<file path="src/rtl/flipflops_pkg.sv">
// flipflops_pkg: shared state encoding and counter sizing for the serial link
package flipflops_pkg;
    typedef enum logic {ST_IDLE = 1'b0, ST_SHIFT = 1'b1} state_t;
    function automatic int cnt_width(input int n);
        return (n <= 2) ? 1 : $clog2(n);
    endfunction
endpackage

</file>
<file path="src/rtl/dff_sync_clear.sv">
// dff_sync_clear: D flip-flop with synchronous active-high clear and inverted output
module dff_sync_clear (
    input  logic clk,
    input  logic clear,
    input  logic d,
    output logic q,
    output logic qbar
);
    always_ff @(posedge clk) q <= clear ? 1'b0 : d;
    assign qbar = ~q;
endmodule

</file>
<file path="src/rtl/piso_serializer.sv">
// piso_serializer: valid/ready parallel-in serial-out transmitter with first/last framing
module piso_serializer
    import flipflops_pkg::*;
#(
    parameter int WIDTH     = 8,
    parameter bit MSB_FIRST = 1'b1
) (
    input  logic             clk,
    input  logic             clear,
    input  logic             load_valid,
    output logic             load_ready,
    input  logic [WIDTH-1:0] din,
    output logic             sout,
    output logic             sout_valid,
    output logic             sout_first,
    output logic             sout_last,
    output logic             busy
);
    localparam int CW = cnt_width(WIDTH);
    localparam logic [CW-1:0] LAST = CW'(WIDTH - 1);
    state_t state, state_d;
    logic [CW-1:0] count, count_d;
    logic [WIDTH-1:0] sr, sr_d, sr_shift, qbar_unused;
    logic hs, head, shifting, at_last;
    always_comb begin
        shifting   = state == ST_SHIFT;
        at_last    = count == LAST;
        load_ready = !shifting || at_last;
        hs         = load_valid && load_ready;
        head       = MSB_FIRST ? sr[WIDTH-1] : sr[0];
        sr_shift   = MSB_FIRST ? sr << 1 : sr >> 1;
        state_d    = (hs || (shifting && !at_last)) ? ST_SHIFT : ST_IDLE;
        count_d    = (hs || !shifting || at_last) ? '0 : count + 1'b1;
        sr_d       = hs ? din : shifting ? sr_shift : sr;
    end
    always_ff @(posedge clk) begin
        if (clear) begin
            state <= ST_IDLE;
            count <= '0;
        end else begin
            state <= state_d;
            count <= count_d;
        end
    end
    for (genvar i = 0; i < WIDTH; i++) begin : g_sr
        dff_sync_clear u_ff (
            .clk  (clk),
            .clear(clear),
            .d    (sr_d[i]),
            .q    (sr[i]),
            .qbar (qbar_unused[i])
        );
    end
    assign sout       = shifting && head;
    assign sout_valid = shifting;
    assign sout_first = shifting && count == '0;
    assign sout_last  = shifting && at_last;
    assign busy       = shifting;
endmodule

</file>
<file path="config.mk">
export PLATFORM = sky130hd
export DESIGN_NAME = piso_serializer
export DESIGN_NICKNAME = d
export VERILOG_FILES = /design/src/rtl/flipflops_pkg.sv /design/src/rtl/dff_sync_clear.sv /design/src/rtl/piso_serializer.sv
export SDC_FILE = /design/constraint.sdc
export NUM_CORES = 1
export LEC_CHECK = 0
export CAP_MARGIN = 5
export CELL_PAD_IN_SITES_DETAIL_PLACEMENT = 2
export CELL_PAD_IN_SITES_GLOBAL_PLACEMENT = 2
export CORE_ASPECT_RATIO = 0.6
export CORE_UTILIZATION = 26
export DETAILED_ROUTE_END_ITERATION = 7
export PLACE_DENSITY = 0.76
export SETUP_SLACK_MARGIN = 0.15
export SYNTH_ARGS = -nofsm -noshare
export SYNTH_HDL_FRONTEND = slang
export SYNTH_SLANG_ARGS = --single-unit
</file>
<file path="constraint.sdc">
create_clock -name clk -period 2.1 [get_ports clk]
set_clock_uncertainty 0.1 [all_clocks]
set_input_delay 0.63 -clock clk [delete_from_list [all_inputs] [get_ports clk]]
set_output_delay 0.63 -clock clk [all_outputs]
set_load 0.01 [all_outputs]
</file>
After elaboration in Yosys (flattened, before gate mapping)
Index checks and enable logic that the tools add are counted.
{"block": "classes", "add_sub_neg": 1, "n_lt_le_gt_ge": 0, "bitwise": 0, "n_reduce_logical": 14, "n_eq_ne": 1, "mul": 0, "n_shift": 0, "div": 0, "mux": 3}
{"op": "two-way mux 8 bit", "n": 2}
{"op": "logical AND 1 bit", "n": 5}
{"op": "logical OR 1 bit", "n": 4}
{"op": "adder 3 x 1 -> 3 bit (second input constant)", "n": 1}
{"op": "equality test 3 bit (second input constant)", "n": 1}
{"op": "zero test 3 bit", "n": 1}
{"op": "zero test 1 bit", "n": 2}
{"op": "nonzero test 2 bit", "n": 1}
{"op": "OR reduction 2 bit", "n": 1}
{"op": "two-way mux 1 bit", "n": 1}
{"block": "word_totals", "input_bits": 11, "out_inout_bits": 6, "mem_bits_rw": 0, "wordCells": 29, "n_memories": 0, "regBits": 12, "latch_bits": 0, "mem_bits_ro": 0}

Logic depth before layout (Yosys ltp)
{"block": "depth", "word_depth": 6, "depth_mapped": 8, "ltp_nobuf": 6}

Hierarchy
A second synthesis with hierarchy kept.
{"block": "hier_totals", "hier_cells": 81, "hier_area_um2": 769.5}
{"mod": "piso_serializer", "cells_per_inst": 57, "seq_area_each_um2": 80.1, "area_per_inst_um2": 469.2, "n_inst": 1}
{"mod": "dff_sync_clear", "cells_per_inst": 3, "seq_area_each_um2": 20.0, "area_per_inst_um2": 37.5, "n_inst": 8}

Worst setup path before layout
No wires, ideal clock.
{"block": "synth_timing", "path_type": "register to output", "from": "register count[0]", "to": "output load_ready", "setup_slack_ns": 0.280, "arrival_ns": 1.090, "n_path_buf": 2, "path_stages_with_launch": 7, "required_time_ns": 1.370, "path_cell_list": "dfxtp_1 > ha_1 > ha_1 > nor2b_4 > buf_6 > inv_4 > buf_6"}
{"block": "synth_via", "elab_chain_len": 2}
{"item": "start, declared", "line": "piso_serializer.sv:22", "text": "logic [CW-1:0] count, count_d;"}
{"item": "start signal, assigned", "line": "piso_serializer.sv:42", "text": "count <= count_d;"}
{"item": "equality test 3 bit", "line": "piso_serializer.sv:27", "text": "at_last = count == LAST;"}
{"item": "logical OR 1 bit", "line": "piso_serializer.sv:28", "text": "load_ready = !shifting || at_last;"}
{"item": "end, declared", "line": "piso_serializer.sv:11", "text": "output logic load_ready,"}
No other way between the ends.

Final worst setup path
{"block": "layout_timing", "from": "register count[1]", "to": "output load_ready"}
Same word-level chain as after synthesis.

==> impl_metrics.env <==
export IMPL_status="complete, no violations"
export IMPL_setup_viol=0
export IMPL_timing_final_crit_share_pct=91.9
export IMPL_syn_to_final_growth_pct=48.5
export IMPL_cp_start_kind="flop"
export IMPL_overflow=0
export IMPL_num_rows=12
export IMPL_crit_path_max_fanout=2
export IMPL_antenna_left=0
export IMPL_report_final_hold_viol_count=0
export IMPL_vias=547
export IMPL_yosys_top_cells_count="dfxtp_1, nor2_1, nor3b_1"
export IMPL_crit_path_frequent_cell="ha_4"
export IMPL_min_path_type="reg2reg"
export IMPL_slew_headroom_pct=69.5
export IMPL_syn_area_um2=596
export IMPL_grt_pass1_vias=556
export IMPL_die_h_um=39.1
export IMPL_fin_nets=100
export IMPL_final_cells=113
export IMPL_gp_congestion=0.707
export IMPL_hpwlAfterDp_um=1110
export IMPL_busiest_layer="met2"
export IMPL_rsz0062_at_grt="yes"
export IMPL_multiInputGateArea_um2=342
export IMPL_die_area_um2=2490
export IMPL_dieWidth_um=63.8
export IMPL_grt_max_degree=15
export IMPL_max_freq_mhz=518
export IMPL_grtUsageMet1_pct=19.7
export IMPL_async_flop_share_pct=0
export IMPL_synth_edf_count=0
export IMPL_ys_seq_area_share_pct=40.3
export IMPL_cp_end_kind="output port"
export IMPL_vias_per_cell=4.84
export IMPL_synth_top_area_share_pct=40.3
export IMPL_cp_num_cells=5
export IMPL_antenna_found_initial=0
export IMPL_placed_cells=108
export IMPL_p_seq_share_pct=41.5
export IMPL_swShare_pct=24.3
export IMPL_peakVddDrop_v=0.000279
export IMPL_syn_avg_cell_area_um2=9.02
export IMPL_cts_tree="built"
export IMPL_worstHoldPathCells=2
export IMPL_synthCells=66
export IMPL_numCtsBuffers=3
export IMPL_power_switching_mw=0.150
export IMPL_slowest_delay_ns=0.34
export IMPL_clockRootBuffer="clkbuf_8"
export IMPL_first_iter_violations=15
export IMPL_grt_pass1_wl_um=2770
export IMPL_required_ns=1.37
export IMPL_yosysWarningCount=0
export IMPL_synthFlopType="dfxtp_1"
export IMPL_cp_arrival_ns=1.20
export IMPL_intPower_mw=0.467
export IMPL_maxCapViolations=0
export IMPL_reg2regPathDepth=7
export IMPL_critPathBufInv=2
export IMPL_clock_path_buffers=2
export IMPL_combPwrFrac_pct=17.7
export IMPL_ys_types=19
export IMPL_path_clk_slew_ns=0.05
export IMPL_num_io_pins=17
export IMPL_start_util_pct=29.8
export IMPL_crit_chain="ha_4 -> ha_4 -> nor2b_4 -> inv_4 -> buf_6"
export IMPL_worstSkewPairLatency_ns=0.24
export IMPL_synth_fp_nets=80
export IMPL_synth_seq_cells=12
export IMPL_layout_min_cycle_time_ns=1.93
export IMPL_p_leak_nw=0.354
export IMPL_numClockSinks=12
export IMPL_p_clk_share_pct=40.8
export IMPL_yosysMostFrequentCell="dfxtp_1"
export IMPL_grt_use_met2_pct=26.3
export IMPL_drive_above_1_share_pct=25.9
export IMPL_hold_ws_ns=0.393
export IMPL_critPathKind="reg2out"
export IMPL_drt_first_pass_iters=3
export IMPL_synth_top_cells_by_area="dfxtp_1, nor3b_1, a211oi_1"
export IMPL_worst_pin_slew_ns=0.456
export IMPL_maxSlewViolCount=0
export IMPL_numPortBuffers=16
export IMPL_ff_latch_area_um2=246
export IMPL_tns_ns=0
export IMPL_grt_use_total_pct=16.3
export IMPL_core_area_um2=2000
export IMPL_drt_wl_total_um=1690
export IMPL_cts_max_level=1
export IMPL_cp_slowest_cell="dfxtp_2"
export IMPL_yosys_area_top_type="dfxtp_1"
export IMPL_crit_family="flip-flops"
export IMPL_antenna_cells=0
export IMPL_grtUsageMet3_pct=5.29
export IMPL_power_density_nw_per_um2=698
export IMPL_fillerInstances=220
export IMPL_wl_per_cell_um=15.0
export IMPL_drcViolationCount=0
==> cell families (layout without fill, tap and decap cells) <==
| logic type | Yosys count | after routing | share of synthesized area, % |
|---|---|---|---|
| compound gates | 8 | 8 | 10.3 |
| flops | 12 | 12 | 40.3 |
| fa+ha+maj | 3 | 3 | 6.30 |
| simple gates | 34 | 34 | 33.6 |
| buf+inv | 9 | 28 | 9.45 |
==> worst register-to-register path, stage by stage (launching register included) <==
cell and delay (ns):
dfxtp_2 0.34, ha_4 0.16, ha_4 0.16, nor2b_4 0.15, inv_4 0.04, buf_4 0.17
a211oi_1 0.29, nor4_1 0.10
==> metrics by stage <==
stage	worst slack (ns)	cell area [um^2]	util (%)	total power [mW]
after floorplan	0.280	596	-	0.318
after global placement	0.0135	778	39.0	0.362
after detailed placement	-0.0199	778	39.0	0.365
after CTS	0.0893	861	43.1	0.621
after global routing	0.114	885	44.3	0.651
final	0.170	885	44.3	0.617
==> flip-flops by register name (all words and copies together), names as in the netlist <==
| register | count |
|---|---|
| busy | 1 |
| g_sr.u_ff.q | 8 |
| count | 3 |
==> layout make-up <==
cell class / count / area share (%)
flip-flops and latches: 12 / 27.9
repair buffers: 21 / 21.8
inverters: 3 / 1.56
clock buffers: 4 / 6.22
well taps: 28 / 3.96
multi-input cells: 45 / 38.6
==> layout by cell type, fill, tap and decap left out, drive strengths merged <==
cell type / instances
dlygate4sd2: 1
clkdlybuf4s50: 10
nor2: 12
or2: 1
nand2: 1
dlymetal6s2s: 2
nor2b: 1
buf: 7
nor3b: 9
clkbuf: 5
dfxtp: 12
a211oi: 7
nor4: 7
and2: 2
inv: 3
ha: 3
a32oi: 1
nor3: 1
==> metal layers <==
metal	wire, um	share of wire [%]	vias to the layer above
met4	22	1.3	0
li1	-	-	270
met2	745	44	13
met5	0	0	-
met3	63	3.7	2
met1	861	51	262
==> timing repair <==
action | 4_1_cts | 5_1_grt
hold buffers | 0 | 0
pin swaps | 0 | 2
setup buffers | 1 | 0
gates resized for setup | 19 | 8
setup endpoints to repair | 6 | 6
==> path summary, 6_finish.rpt <==
path | from | endpoint | slack (ns)
hold / removal | g_sr[7].u_ff.q | g_sr[7].u_ff.q | 0.39
setup / recovery | count[1] | load_ready | 0.17
hold reg to reg | g_sr[7].u_ff.q | g_sr[7].u_ff.q | 0.39
setup reg to reg | count[1] | g_sr[6].u_ff.q | 0.45
==> power groups by stage <==
stage	clock, mW	sequential, mW	combinational, mW
3_3_place_gp	0	0.259	0.104
3_5_place_dp	0	0.260	0.105
2_1_floorplan	0	0.257	0.0612
6_report	0.252	0.256	0.109
5_1_grt	0.274	0.259	0.119
4_1_cts	0.261	0.256	0.104
Power figures use the tool's default switching activity.
